$ cat src/rtl/vga_timing_gen.sv
// rtl/vga_timing_gen.sv - VGA raster counters, latency-aligned sync/blank and pixel gating
module vga_timing_gen #(
  parameter int H_ACTIVE    = 640,
  parameter int H_FP        = 16,
  parameter int H_SYNC      = 96,
  parameter int H_BP        = 48,
  parameter int V_ACTIVE    = 480,
  parameter int V_FP        = 10,
  parameter int V_SYNC      = 2,
  parameter int V_BP        = 33,
  parameter int CLK_DIV     = 1,
  parameter int PIX_LATENCY = 1,
  parameter bit SYNC_POL    = 1'b0
) (
  input  logic       clk,
  input  logic       reset,
  input  logic       pixel_bw,
  output logic [9:0] horizCounter,
  output logic [9:0] vertCounter,
  output logic       hsync,
  output logic       vsync,
  output logic       video_on,
  output logic       pixel_out,
  output logic       frame_start,
  output logic       vblank
);

  localparam int H_TOTAL = H_ACTIVE + H_FP + H_SYNC + H_BP;
  localparam int V_TOTAL = V_ACTIVE + V_FP + V_SYNC + V_BP;

  localparam logic [9:0]  H_LAST   = 10'(H_TOTAL - 1);
  localparam logic [9:0]  V_LAST   = 10'(V_TOTAL - 1);
  localparam logic [2:0]  DIV_LAST = 3'(CLK_DIV - 1);
  localparam logic [10:0] H_ACT    = 11'(H_ACTIVE);
  localparam logic [10:0] V_ACT    = 11'(V_ACTIVE);
  localparam logic [10:0] HS_START = 11'(H_ACTIVE + H_FP);
  localparam logic [10:0] HS_END   = 11'(H_ACTIVE + H_FP + H_SYNC);
  localparam logic [10:0] VS_START = 11'(V_ACTIVE + V_FP);
  localparam logic [10:0] VS_END   = 11'(V_ACTIVE + V_FP + V_SYNC);

  if (H_TOTAL > 1024) begin : g_h_total_too_big
    $error("H_TOTAL exceeds 1024");
  end
  if (V_TOTAL > 1024) begin : g_v_total_too_big
    $error("V_TOTAL exceeds 1024");
  end
  if (CLK_DIV < 1 || CLK_DIV > 8) begin : g_bad_clk_div
    $error("CLK_DIV must be 1..8");
  end
  if (PIX_LATENCY < 0 || PIX_LATENCY > 4) begin : g_bad_latency
    $error("PIX_LATENCY must be 0..4");
  end

  logic [2:0] div_cnt;
  logic       tick;
  logic       h_wrap;
  logic       v_wrap;
  logic [9:0] h_next;
  logic [9:0] v_next;
  logic [9:0] v_sel;

  // With CLK_DIV=1 DIV_LAST is 0, so tick is permanently high.
  assign tick = (div_cnt == DIV_LAST);

  always_ff @(posedge clk or posedge reset) begin
    if (reset) begin
      div_cnt <= 3'd0;
    end else if (tick) begin
      div_cnt <= 3'd0;
    end else begin
      div_cnt <= div_cnt + 3'd1;
    end
  end

  assign h_wrap = (horizCounter == H_LAST);
  assign v_wrap = (vertCounter == V_LAST);
  assign h_next = h_wrap ? 10'd0 : horizCounter + 10'd1;
  assign v_next = h_wrap ? (v_wrap ? 10'd0 : vertCounter + 10'd1) : vertCounter;
  assign v_sel  = tick ? v_next : vertCounter;

  always_ff @(posedge clk or posedge reset) begin
    if (reset) begin
      horizCounter <= 10'd0;
      vertCounter  <= 10'd0;
      frame_start  <= 1'b0;
      vblank       <= 1'b0;
    end else begin
      if (tick) begin
        horizCounter <= h_next;
        vertCounter  <= v_next;
      end
      frame_start <= tick & h_wrap & v_wrap;
      // Built from the next line value so vblank tracks vertCounter exactly.
      vblank      <= ({1'b0, v_sel} >= V_ACT);
    end
  end

  logic       hs_raw;
  logic       vs_raw;
  logic       de_raw;
  logic [2:0] raw;
  logic [2:0] dly;

  assign hs_raw = ({1'b0, horizCounter} >= HS_START) && ({1'b0, horizCounter} < HS_END);
  assign vs_raw = ({1'b0, vertCounter} >= VS_START) && ({1'b0, vertCounter} < VS_END);
  assign de_raw = ({1'b0, horizCounter} < H_ACT) && ({1'b0, vertCounter} < V_ACT);
  assign raw    = {hs_raw, vs_raw, de_raw};

  if (PIX_LATENCY == 0) begin : g_no_delay
    // Counters sit at (0,0) during reset, so mask the pass-through to keep outputs inactive.
    assign dly = reset ? 3'b000 : raw;
  end else begin : g_delay
    logic [2:0] pipe [PIX_LATENCY];

    always_ff @(posedge clk or posedge reset) begin
      if (reset) begin
        for (int i = 0; i < PIX_LATENCY; i++) begin
          pipe[i] <= 3'b000;
        end
      end else begin
        pipe[0] <= raw;
        for (int i = 1; i < PIX_LATENCY; i++) begin
          pipe[i] <= pipe[i-1];
        end
      end
    end

    assign dly = pipe[PIX_LATENCY-1];
  end

  assign hsync     = SYNC_POL ? dly[2] : ~dly[2];
  assign vsync     = SYNC_POL ? dly[1] : ~dly[1];
  assign video_on  = dly[0];
  assign pixel_out = pixel_bw & video_on;

endmodule

$ cat config.mk
export PLATFORM = sky130hd
export DESIGN_NAME = vga_timing_gen
export DESIGN_NICKNAME = d
export VERILOG_FILES = /design/src/rtl/vga_timing_gen.sv
export SDC_FILE = /design/constraint.sdc
export NUM_CORES = 1
export LEC_CHECK = 0
export ABC_AREA = 0
export CORE_MARGIN = 4
export CORE_UTILIZATION = 45
export CTS_BUF_LIST = sky130_fd_sc_hd__clkbuf_8
export DETAILED_ROUTE_END_ITERATION = 16
export PLACE_DENSITY = 0.71
export RECOVER_POWER = 25
export SYNTH_ARGS = -nofsm -noshare
export SYNTH_HDL_FRONTEND = slang
export SYNTH_SLANG_ARGS = --single-unit
$ cat constraint.sdc
create_clock -name clk -period 5.2 [get_ports clk]
set_clock_uncertainty 0.05 [all_clocks]
set_input_delay 1.04 -clock clk [delete_from_list [all_inputs] [get_ports clk]]
set_output_delay 1.04 -clock clk [all_outputs]
set_load 0.03 [all_outputs]
**Yosys cells after proc, flatten, opt, wreduce, memory -nomap -nowiden**

Cells that the tools add are included.

- Flip-flop bits (word level): 28
- Output and inout bits: 26
- Word-level logic and storage cells: 32

- $add $sub $neg: 3
- Order comparisons: 7
- Equality and inequality tests: 2
- Multiplexer cells: 5
- Bitwise operators: 5
- Reductions and logical operators: 4

Operators by type and width:

| operator | number |
|---|---|
| $mux 10 | 4 |
| $add 10x1->10 const B | 2 |
| $eq 10x10->1 const B | 2 |
| $ge 10x9->1 const B | 2 |
| $lt 10x10->1 const B | 2 |
| $lt 10x9->1 const B | 2 |
| $ge 10x10->1 const B | 1 |
| $add 3x1->3 const B | 1 |
| $and 1x1->1 | 3 |
| $logic_and 1x1->1 | 3 |
| $logic_not 3->1 | 1 |
| $mux 3 | 1 |
| $not 1->1 | 2 |

**Longest topological paths before layout**

Gate-level depths: netlist of the first run.

- Word-level depth: 5
- Gate-level depth with buffers: 8
- Mapped depth without buffers: 7

**Least setup slack after synthesis of the first run**

Ideal clock, no wire load.

- Kind: input -> output
- Start point: input pixel_bw
- End point: output pixel_out
- Data arrival time: 1.321 ns
- Data required time: 4.110 ns
- Setup slack: 2.789 ns
- Cell stages on the path: 1
- Path buffers: 0
- Path through: and2_1

- Longest elaborated chain between the ends: 1

Ends and longest elaborated chain:

| what | RTL line | text |
|---|---|---|
| start: declaration | 17 | `input logic pixel_bw,` |
| $and 1x1->1 | 134 | `assign pixel_out = pixel_bw & video_on;` |
| end: declaration | 23 | `output logic pixel_out,` |

Every way passes these cells.

**Final worst setup path of the first run**

Ends and elaborated chain as after synthesis.

==> reports/results.tsv, run 1 <==
metric	value	unit
outcome	complete, no violations	
postCtsSetupBuffers	0	
crit_path_top_delay_cell	clkdlybuf4s50_1	
grt_overflow	0	
synthMuxAreaShare	0.00792	
r2r_cells	7	
hold_buffers	0	
clock.fmax	297	MHz
hp-start	div_cnt[0]$_DFF_PP0_	
dp_hpwl	2030	µm
first_pass_iters	4	
post-synth-top-area-cell	dfrtp_1	
period_share	0.647	
tightest_slew	1050	ps
final_max_slew_viol_count	0	
synth_fa_ha_area_frac	0.0616	
viasPerCell	5.22	
worst_r2r_endpoint	vblank$_DFF_PP0_	
total_power	359	µW
worstSetupPathType	primary input to output pin	
post_cts_resize_count	0	
wl_met3	124	µm
wl_met2	1410	µm
cts-root-buf	clkbuf_8	
setup_viol	0	
cts_buffer_depth	2	
final_cell_area	1770	µm²
synth_top_family_by_area	simple AND/OR/NAND/NOR gates	
fin_setup_tns	0	ps
power_frac_clock	0.373	
clock_sinks	28	
ios	29	
ant_nets	0	
netlist_top_cells_area	dfrtp_1, ha_1, xor2_1	
die-area	4120	µm²
drive_above_1_share	0.0663	
rows	20	
crit_path_max_incr_delay	660	ps
seqPwrFrac	0.606	
insertion_delay	270	ps
syn_inst	138	
drtIter0Drc	59	
antenna_found_initial	0	
drv_cap	0	
p_per_area	203	nW/µm²
track_usage	0.157	
vias	1097	
min_path_type	register to register	
path_buf_inv	2	
grt_pass1_vias	1088	
coreArea	3030	µm²
power.leakage	0.782	nW
power_switching	71.5	µW
cts_tree	done	
die_x	64.2	µm
syn_avg_cell_area	10.3	µm²
initial_core_util	0.470	
cp_cell_sequence	clkdlybuf4s50_1 -> and2_1 -> clkdlybuf4s50_1	
min_path_cells	1	
min_period	3370	ps
wl_per_cell	14.0	µm
cp.depth	3	
grt_pass1_wl	5130	µm
crit_top_cell	clkdlybuf4s50_1	
yosys_register_bits	28	
drc	0	
r2r_start	div_cnt[0]$_DFF_PP0_	
rsz0062_at_grt	false	
io_buffers	28	
ys_warn_count	0	
h-tree-depth	1	
worstPathMaxFanout	1	
required	4110	ps
end_kind	output pin	
syn_area	1420	µm²
arrival	2280	ps
crit_family	buffers and inverters	
diodes	0	
synth_cell_types	35	
dpl_cell_area	1730	µm²
ir_drop	0.0978	mV
synth-seq-area-share	0.493	
die_y	64.2	µm
synth_compound_area_frac	0.0739	
combPwrFrac	0.021	
cts_buffers	3	
ff2ff_setup_slack	3070	ps
slew_headroom	0.302	
grt_max_degree	29	
syn_nets	148	
start_kind	primary input	
yosys.area_share.xor_xnor	0.0739	
wl_met1	1360	µm
gp_congestion	0.802	
netlist.area_leader.share	0.493	
p_sw_frac	0.199	
path_clk_slew	100	ps
drt_wl_total	2950	µm
route.top_layer_used	met4	
areaGrowthSynthToFinish	24.3	%
min_to	div_cnt[0]$_DFF_PP0_	
p_int	288	µW
final_nets	177	
finalHoldViolCount	0	
synth-simple-area-share	0.249	
==> layer usage <==
metal | GRT usage | vias up
met5 | 0 | -
met4 | 0.0633 | 0
met3 | 0.0211 | 5
met2 | 0.254 | 31
met1 | 0.211 | 531
li1 | - | 530
==> Yosys cell counts <==
library cell,number
and4b_1,1
o31ai_1,2
nor2b_1,2
a41o_1,1
and4_1,2
a21oi_1,1
ha_1,7
and4_4,1
and3b_1,1
and2_1,2
nor3_2,2
nand2_1,13
nand4_1,4
and3_2,1
xor2_1,7
xnor2_1,5
nand4_4,1
o21ai_0,7
inv_1,9
buf_2,2
a22o_2,1
nand2_2,1
nor2_1,13
nor3_1,4
dfrtp_1,28
and3_1,1
and4b_4,1
nor4bb_1,1
a21o_1,3
nand3_1,7
mux2_2,1
o211ai_1,1
buf_6,1
clkbuf_1,1
nor4_1,3
==> kinds of logic (layout without fill, tap and decap cells) <==
logic type,count (synthesis),after routing
and+or+nand+nor,61,61
adders and majority gates,7,7
DFF,28,28
muxes,1,1
buffers and inverters,13,41
AOI/OAI and AO/OA,16,16
xor gates and xnor gates,12,12
==> layout by cell type (no fill, tap or decap) <==
cell and instances:
o21ai_0 7, and4_1 2, xor2_1 7, o211ai_1 1
ha_1 7, and4b_4 1, and3_1 1, and4_4 1
nand2_2 1, nor3_2 1, and2_1 2, a41o_1 1
nand2_1 13, inv_1 9, and4b_1 1, clkdlybuf4s50_1 28
nand4_1 5, dfrtp_1 28, a21o_1 3, a21oi_1 1
nor4bb_1 1, nor3_1 5, and3_2 1, nor2b_1 2
and3b_1 1, nor4_1 3, a22o_2 1, o31ai_1 2
xnor2_1 5, mux2_2 1, nand3_1 7, nor2_1 13
clkbuf_8 4
==> power groups by stage <==
stage | logic, mW | clock network, mW | registers, mW
finish | 0.00748 | 0.134 | 0.218
global route | 0.00840 | 0.145 | 0.218
CTS | 0.00795 | 0.136 | 0.218
detailed placement | 0.00794 | 0 | 0.222
global placement | 0.00771 | 0 | 0.222
floorplan | 0.00437 | 0 | 0.222
==> cell type report <==
type | instances | area (µm²)
Timing Repair Buffer | 28 | 280
Multi-Input combinational cell | 97 | 643
Fill cell | 258 | 1260
Clock buffer | 4 | 55.1
Sequential cell | 28 | 701
Tap cell | 44 | 55.1
Inverter | 9 | 33.8
==> how the worst max path moves through the flow <==
| stage | startpoint | endpoint | slack [ps] |
|---|---|---|---|
| finish | pixel_bw | pixel_out | 1830 |
| floorplan | pixel_bw | pixel_out | 2790 |
| global route | pixel_bw | pixel_out | 1820 |
| global placement | pixel_bw | pixel_out | 1850 |
| CTS | pixel_bw | pixel_out | 1830 |
| detailed placement | pixel_bw | pixel_out | 1830 |
==> registers in the layout, indices dropped and copies added, names as in the netlist <==
| register | flops |
|---|---|
| dly | 3 |
| vblank | 1 |
| horizCounter | 10 |
| div_cnt | 3 |
| frame_start | 1 |
| vertCounter | 10 |
==> stage by stage <==
step	hold WS [ps]	cells	util	setup slack (ps)
2_1_floorplan	382	138	-	2790
3_3_place_gp	398	206	0.572	1850
3_5_place_dp	410	206	0.572	1830
4_1_cts	422	210	0.590	1830
5_1_grt	468	210	0.584	1820
6_report	425	210	0.584	1830
Power figures use the tool's default switching activity.
==> run 2: changes to the inputs <==
==> constraint.sdc (replaced) <==
create_clock -name clk -period 3.2 [get_ports clk]
set_clock_uncertainty 0.05 [all_clocks]
set_input_delay 0.64 -clock clk [delete_from_list [all_inputs] [get_ports clk]]
set_output_delay 0.64 -clock clk [all_outputs]
set_load 0.03 [all_outputs]
==> run 2 against run 1 <==
  * Die area unchanged
  * Core utilization increased by 0.79 points
  * Non-clock buffer count increased by 1
  * Hold slack improved by 6.2 ps
  * Highest routed layer unchanged
  * Power increased by 63%
  * Sequential cell count unchanged
  * Sequential share of layout area decreased by 0.53 points
  * Final cell count increased by 0.48%
  * Clock power increased by 64%
  * Critical path depth unchanged
  * Wire length decreased by 1.7%
  * Register-to-register slack got worse by 1900 ps
==> reports/results.tsv, run 2 (same netlist as run 1, synthesis figures left out) <==
metric	value	unit	change
nFillCells	274		+6.2%
slew_headroom	0.0258		-0.276
grt_pass1_vias	1102		+1.3%
initial_core_util	0.470		unchanged
final_max_slew_viol_count	0		unchanged
final_core_util	0.592		+0.00785
track_usage	0.155		-0.00169
outcome	complete, no violations		
dp_hpwl	2060	µm	+1.5%
ios	29		unchanged
cts_tree	done		
ir_drop	0.185	mV	+90%
end_kind	output pin		
cp.depth	3		unchanged
dpl_cell_area	1740	µm²	+0.43%
reg_top3	horizCounter (10), vertCounter (10)		
wl_per_cell	13.7	µm	-2.1%
drtIter0Drc	70		+19%
die-area	4120	µm²	unchanged
insertion_delay	280	ps	about the same
final_nets	178		+0.56%
drive_above_1_share	0.0778		+0.0116
crit_family	buffers and inverters		
post_cts_resize_count	0		unchanged
crit_path_max_incr_delay	660	ps	about the same
postCtsSetupBuffers	0		unchanged
grt_overflow	0		unchanged
final_cell_count_no_fill	211		+0.48%
diodes	0		unchanged
hold_buffers	0		unchanged
tightest_slew	1460	ps	+416 ps
clock.fmax	390	MHz	
h-tree-depth	1		unchanged
hp-start	div_cnt[0]$_DFF_PP0_		
drt_wl_total	2900	µm	-1.7%
p_sw_frac	0.202		+0.00281
antenna_found_initial	0		unchanged
power_frac_clock	0.376		+0.003
rsz0062_at_grt	false		
r2r_start	div_cnt[0]$_DFF_PP0_		
setup_viol	0		unchanged
power_switching	118	µW	+65%
die_y	64.2	µm	unchanged
first_pass_iters	4		unchanged
power.leakage	0.784	nW	+0.20%
final_common_cell	dfrtp_1		
worst_r2r_endpoint	horizCounter[9]$_DFFE_PP0N_		
period_share	0.801		
final_cell_mix	dfrtp_1, clkdlybuf4s50_1, nand2_1, nor2_1, inv_1		
worstPathMaxFanout	1		unchanged
path_buf_inv	2		unchanged
final_cell_area	1790	µm²	+1.3%
coreArea	3030	µm²	unchanged
viasPerCell	5.24		+0.25%
min_path_type	register to register		
finalHoldViolCount	0		unchanged
cts-root-buf	clkbuf_8		
crit_top_cell	clkdlybuf4s50_1		
ff2ff_setup_slack	1190	ps	-1880 ps
required	2510	ps	-1600 ps
fin_setup_tns	0	ps	unchanged
crit_path_top_delay_cell	clkdlybuf4s50_1		
clock_sinks	28		unchanged
rows	20		unchanged
min_path_cells	1		unchanged
min_period	2560	ps	
worstSetupPathType	primary input to output pin		
path_clk_slew	100	ps	about the same
grt_pass1_wl	5040	µm	-1.8%
io_buffers	28		unchanged
dp_cells	207		+0.49%
gp_congestion	0.803		about the same
r2r_cells	7		unchanged
drc	0		unchanged
grt_max_degree	29		unchanged
min_to	div_cnt[0]$_DFF_PP0_		
cts_buffer_depth	2		unchanged
start_kind	primary input		
seqPwrFrac	0.604		-0.002
total_power	586	µW	+63%
arrival	1870	ps	-410 ps
drv_cap	0		unchanged
vias	1105		+0.73%
die_x	64.2	µm	unchanged
areaGrowthSynthToFinish	25.9	%	
ant_nets	0		unchanged
p_per_area	327	nW/µm²	+61%
p_int	467	µW	+63%
cts_buffers	3		unchanged
combPwrFrac	0.021		about the same
cp_cell_sequence	clkdlybuf4s50_1 -> and2_1 -> clkdlybuf4s50_1		
-- run 2: changes by cell type in the layout (fill, tap and decap cells not counted) --
cell and change:
nand4_1 -1, nand4_4 +1, clkdlybuf4s50_1 -1, dlygate4sd3_1 +1, nor3_2 +1, clkbuf_1 +1, nor3_1 -1
-- run 2: how the worst max path moves through the flow --
stage                             startpoint                to  slack (ps)
global route                        pixel_bw         pixel_out         630
CTS                                 pixel_bw         pixel_out         630
global placement                    pixel_bw         pixel_out         650
finish                              pixel_bw         pixel_out         640
detailed placement                  pixel_bw         pixel_out         640
floorplan           vertCounter[0]$_DFF_PP0_  vblank$_DFF_PP0_        1330
-- run 2: final cells by class --
cell class	count	area (µm²)	share of cell area
flip-flops and latches	28	701	0.391
multi-input cells	97	663	0.370
repair buffers	29	284	0.159
clock buffers	4	55.1	0.0307
well taps	44	55.1	0.0307
inverters	9	33.8	0.0189
-- run 2: power groups by stage --
stage                     clock network, mW  registers [mW]  logic [mW]
after CTS                             0.227           0.354      0.0137
after global placement                    0           0.361      0.0134
final                                 0.220           0.354      0.0122
after global routing                  0.239           0.354      0.0139
after detailed placement                  0           0.361      0.0137
after floorplan                           0           0.361     0.00710
-- run 2: metrics by stage --
| step | hold WS, ps | setup slack, ps |
|---|---|---|
| after floorplan | 382 | 1330 |
| after global placement | 396 | 649 |
| after detailed placement | 415 | 635 |
| after CTS | 428 | 635 |
| after global routing | 464 | 631 |
| final | 431 | 638 |
-- run 2: routing by layer --
metal / vias to the layer above / GRT usage / routed length (µm)
met5: - / 0 / 0
met4: 0 / 0.0818 / 78
met3: 8 / 0.0334 / 155
met2: 31 / 0.246 / 1350
met1: 532 / 0.197 / 1320
li1: 534 / - / -
==> RTL change 1, RTL diff (flow settings as in run 1) <==
Register the output `hsync`, with the module's reset; this adds one clock of latency there. The other outputs are not delayed to match.
--- a/src/rtl/vga_timing_gen.sv
+++ b/src/rtl/vga_timing_gen.sv
@@ -129,5 +129,11 @@
   end
 
-  assign hsync     = SYNC_POL ? dly[2] : ~dly[2];
+  always_ff @(posedge clk or posedge reset) begin
+    if (reset) begin
+      hsync <= '0;
+    end else begin
+      hsync <= SYNC_POL ? dly[2] : ~dly[2];
+    end
+  end
   assign vsync     = SYNC_POL ? dly[1] : ~dly[1];
   assign video_on  = dly[0];
Check against the original RTL: not equivalent (Yosys sat finds a counterexample within 4 cycles, from zero or initial values and one cycle with reset high).
==> RTL change 1 against run 1 <==
- critical endpoint unchanged
- design area is 3.5% higher
- sequential cell count is 1 higher
- register-to-register slack better by 0.12 ns
- first-iteration DRC count is 1.7% lower
- synthesized area is 1.8% higher
- routed wire length is 1.4% lower
- total power is 15% higher
- non-clock buffer count stayed put
- sequential share of layout area hardly changed
- setup slack better by 0.016 ns
- sequential power is 4% higher
==> RTL change 1: results (changes against run 1) <==
grt:
  met3_usage_pct: 3.81  # +1.7 points
  met1_usage_pct: 19.2  # -1.9 points
  gr-usage-all-layers_pct: 15.3  # -0.42 points
  grt_max_degree: 30  # +3.4%
  grt_pass1_vias: 1100  # +1.1%
  use_met2_pct: 23.8  # -1.7 points
  grt_first_pass_wirelength_um: 4980  # -3.0%
clocking:
  cts-root-buf: "clkbuf_8"
  numCtsBuffers: 5  # +2
  htreeDepth: 2  # +1
  cts_sinks: 29  # +3.6%
  clk_pin_slew_worst_paths_ns: 0.06  # -0.04 ns
run_status:
  status: "finished, final reports clean"
synthesis:
  syn-num-nets: 149  # +0.68%
  yosysSeqAreaShare_pct: 50.1  # +0.88 points
  yosysUniqueCellTypes: 35  # unchanged
  netlist_top_cells_count: "dfrtp_1 (29), nand2_1 (13), nor2_1 (13), inv_1 (9)"
  netlist_top_cells_area: "dfrtp_1 (50%), ha_1 (6.1%), xor2_1 (4.2%), nand2_1 (3.4%), nor2_1 (3.4%)"
power_and_ir_drop:
  power_leakage_nw: 0.811  # +3.6%
  peakVddDrop_mv: 0.128  # +31%
  pwr-share-seq_pct: 54.6  # -6.0 points
  p_comb_w: 0.00000746  # about the same
  p_int_w: 0.000331  # +15%
sta:
  finalCritPeriodShare_pct: 64.4  # -0.31 points
  setup_viol: 0  # unchanged
  slew_headroom_pct: 29.7  # -0.55 points
final_layout:
  seqAreaFraction_pct: 39.7  # +0.040 points
  clkCellAreaFrac_pct: 4.72  # +1.6 points
  bufAreaShareNonClock_pct: 15.3  # -0.53 points
  layout.nets: 180  # +1.7%
  drive_above_1_share_pct: 8.24  # +1.6 points
  n_clock_buffer: 6  # +2
  multi_input_area_share_pct: 35.4  # -0.95 points
  num-fill-cells: 281  # +8.9%
hold_path:
  hp-start: "dly[2]$_DFF_PP0_"
  holdPathEnd: "hsync$_DFF_PP0_"
placed_design:
  finalWeightedCongestion: 0.865  # +7.9%
  post-place-ws_ns: 1.85  # +0.0159 ns
  hpwlAfterDp_um: 2050  # +0.66%
routing:
  dr_wl_met2_um: 1330  # -5.3%
  wl_um: 2910  # -1.4%
  drt-met1-wl_um: 1360  # -0.15%
  wl_met3_um: 159  # +28%
  vias_per_cell: 5.19  # -0.71%
  drt-initial-drc-count: 58  # -1.7%
worst_setup_path:
  worst-r2r-setup-slack_ns: 3.19  # +0.12 ns
  cp.arrival_ns: 2.26  # -0.02 ns
RTL change 1: cell families after synthesis:
| kind of cell | Yosys count | synth area share [%] |
|---|---|---|
| xor+xnor | 12 | 7.26 |
| simple gates | 61 | 24.5 |
| mux | 1 | 0.778 |
| compound gates | 16 | 7.26 |
| fa+ha+maj | 7 | 6.05 |
| flops | 29 | 50.1 |
| buf+inv | 13 | 4.06 |
RTL change 1: critical path, delay by kind of cell:
| kind | cells | cell delay (ns) |
|---|---|---|
| buffers and inverters | 2 | 1.11 |
| AND/OR/NAND/NOR | 1 | 0.11 |
RTL change 1: through the flow:
step / hold WS (ns) / total power [W] / cells / instance area [sq um]
global route: 0.351 / 0.000430 / 214 / 1830
CTS: 0.347 / 0.000419 / 214 / 1840
finish: 0.340 / 0.000414 / 214 / 1830
floorplan: 0.320 / 0.000234 / 139 / 1450
detailed placement: 0.338 / 0.000238 / 207 / 1760
global placement: 0.324 / 0.000238 / 207 / 1760
==> RTL change 2, RTL diff (settings of run 1) <==
Made on the original files. The parameter `PIX_LATENCY` goes from 1 to 2.
--- a/src/rtl/vga_timing_gen.sv
+++ b/src/rtl/vga_timing_gen.sv
@@ -10,5 +10,5 @@
   parameter int V_BP        = 33,
   parameter int CLK_DIV     = 1,
-  parameter int PIX_LATENCY = 1,
+  parameter int PIX_LATENCY = 2,
   parameter bit SYNC_POL    = 1'b0
 ) (
Function: changed (a bounded check fails within 4 cycles, from zero or initial values and one cycle with reset high).
==> RTL change 2 against run 1 <==
- synthesized area increased by 11%
- routed wire length increased by 13%
- maximum frequency increased by 0.15%
- total power increased by 27%
- sequential share of layout area decreased by 0.19 points
- the run now ends with capacitance limit, slew limit left
- non-clock buffer count unchanged
- setup slack improved by 0.0050 ns
- synthesized cell count increased by 14%
- sequential cell count increased by 3
- design area increased by 11%
==> RTL change 2: results (changes against run 1) <==
synthesis:
  netlist_top_cells_count: "dfrtp_1 (31), nand2_1 (17), nor2_1 (17), inv_1 (9), o21ai_0 (8)"
  ys_ff_latch: 31  # +11%
  async_flop_share_pct: 100  # unchanged
  netlist_top_cells_area: "dfrtp_1 (49%), ha_1 (5.6%), nand2_1 (4.1%), nor2_1 (4.1%), xor2_1 (3.9%)"
  yosysSeqAreaShare_pct: 49.3  # +0.071 points
  yosysUniqueCellTypes: 37  # +5.7%
  syn-instance-count: 158  # +14%
  syn-num-nets: 168  # +14%
routing:
  drt-initial-drc-count: 64  # +8.5%
  wl_met3_um: 196  # +58%
  wl_um: 3320  # +13%
  dr_wl_met2_um: 1590  # +13%
  drt-met1-wl_um: 1470  # +7.9%
final_layout:
  num-multi-input-gates: 113  # +16%
  clkCellAreaFrac_pct: 5.09  # +2.0 points
  syn_to_final_growth_pct: 25.1
  drive_above_1_share_pct: 4.76  # -1.9 points
  bufAreaShareNonClock_pct: 14.2  # -1.6 points
  n_clock_buffer: 7  # +3
  layout.nets: 198  # +12%
  seq_area_sq_um: 776  # +11%
  fin_cells: 235  # +12%
  num-fill-cells: 314  # +22%
  multi_input_area_share_pct: 36.6  # +0.20 points
sta:
  drv_slew: 10  # +10
  fin_hold_ws_ns: 0.304  # -0.121 ns
  slew_headroom_pct: -1.98  # -32 points
job:
  cap_violations: 1  # +1
hold_path:
  hp-class: "reg2reg"
  holdPathEnd: "dly[0]$_DFF_PP0_"
  hp-start: "g_delay.pipe[3]$_DFF_PP0_"
power_and_ir_drop:
  power_leakage_nw: 0.859  # +9.8%
  peakVddDrop_mv: 0.142  # +46%
  switchingPower_w: 0.0000942  # +32%
grt:
  grt_first_pass_wirelength_um: 5590  # +8.9%
  gr-usage-all-layers_pct: 16.8  # +1.1 points
  grt_max_degree: 32  # +10%
  grt_pass1_vias: 1188  # +9.2%
clocking:
  htreeDepth: 2  # +1
  numCtsBuffers: 5  # +2
  insertion_delay_ns: 0.29  # +0.02 ns
  clockBufferDepth: 2  # unchanged
placed_design:
  placed_area_sq_um: 1880  # +8.3%
  finalWeightedCongestion: 0.762  # -5.0%
  dp.cells: 227  # +10%
  hpwlAfterDp_um: 2300  # +13%
worst_setup_path:
  worst-r2r-setup-slack_ns: 2.36  # -0.71 ns
  r2r_start: "horizCounter[5]$_DFFE_PP0N_"
  cp_top_family: "buffers and inverters"
  reg2reg_depth: 5  # -2
run_status:
  violations: "capacitance limit, slew limit"
  status: "finished with violations"
floorplanning:
  nWellTaps: 46  # +4.5%
## RTL change 2: cell count changes in the layout (fill, tap and decap cells not counted), moves of 3 or more
cell	before	now
nand4b_1	0	3
dfrtp_1	28	31
nand2b_1	0	3
clkbuf_8	4	7
nor2_1	13	17
nand2_1	13	17
## RTL change 2: per-layer routing
metal / vias to the layer above / GRT usage (%)
met5: - / 0
met4: 0 / 6.58
met3: 11 / 6.91
met2: 41 / 25.9
met1: 592 / 20.9
li1: 608 / -
## RTL change 2: cells by family after synthesis
kind of cell               synth area share [%]
DFF                                        49.3
adders and majority gates                  5.57
muxes                                      1.43
xor gates and xnor gates                   6.13
buffers and inverters                      4.30
and+or+nand+nor                            26.7
AOI/OAI and AO/OA                          6.52
## RTL change 2: power by group through the flow
stage	combinational [W]	clock, W	sequential (W)
floorplan	0.00000470	0	0.000246
global placement	0.00000808	0	0.000246
detailed placement	0.00000832	0	0.000246
CTS	0.00000829	0.000212	0.000241
global route	0.00000906	0.000224	0.000241
finish	0.00000781	0.000207	0.000241
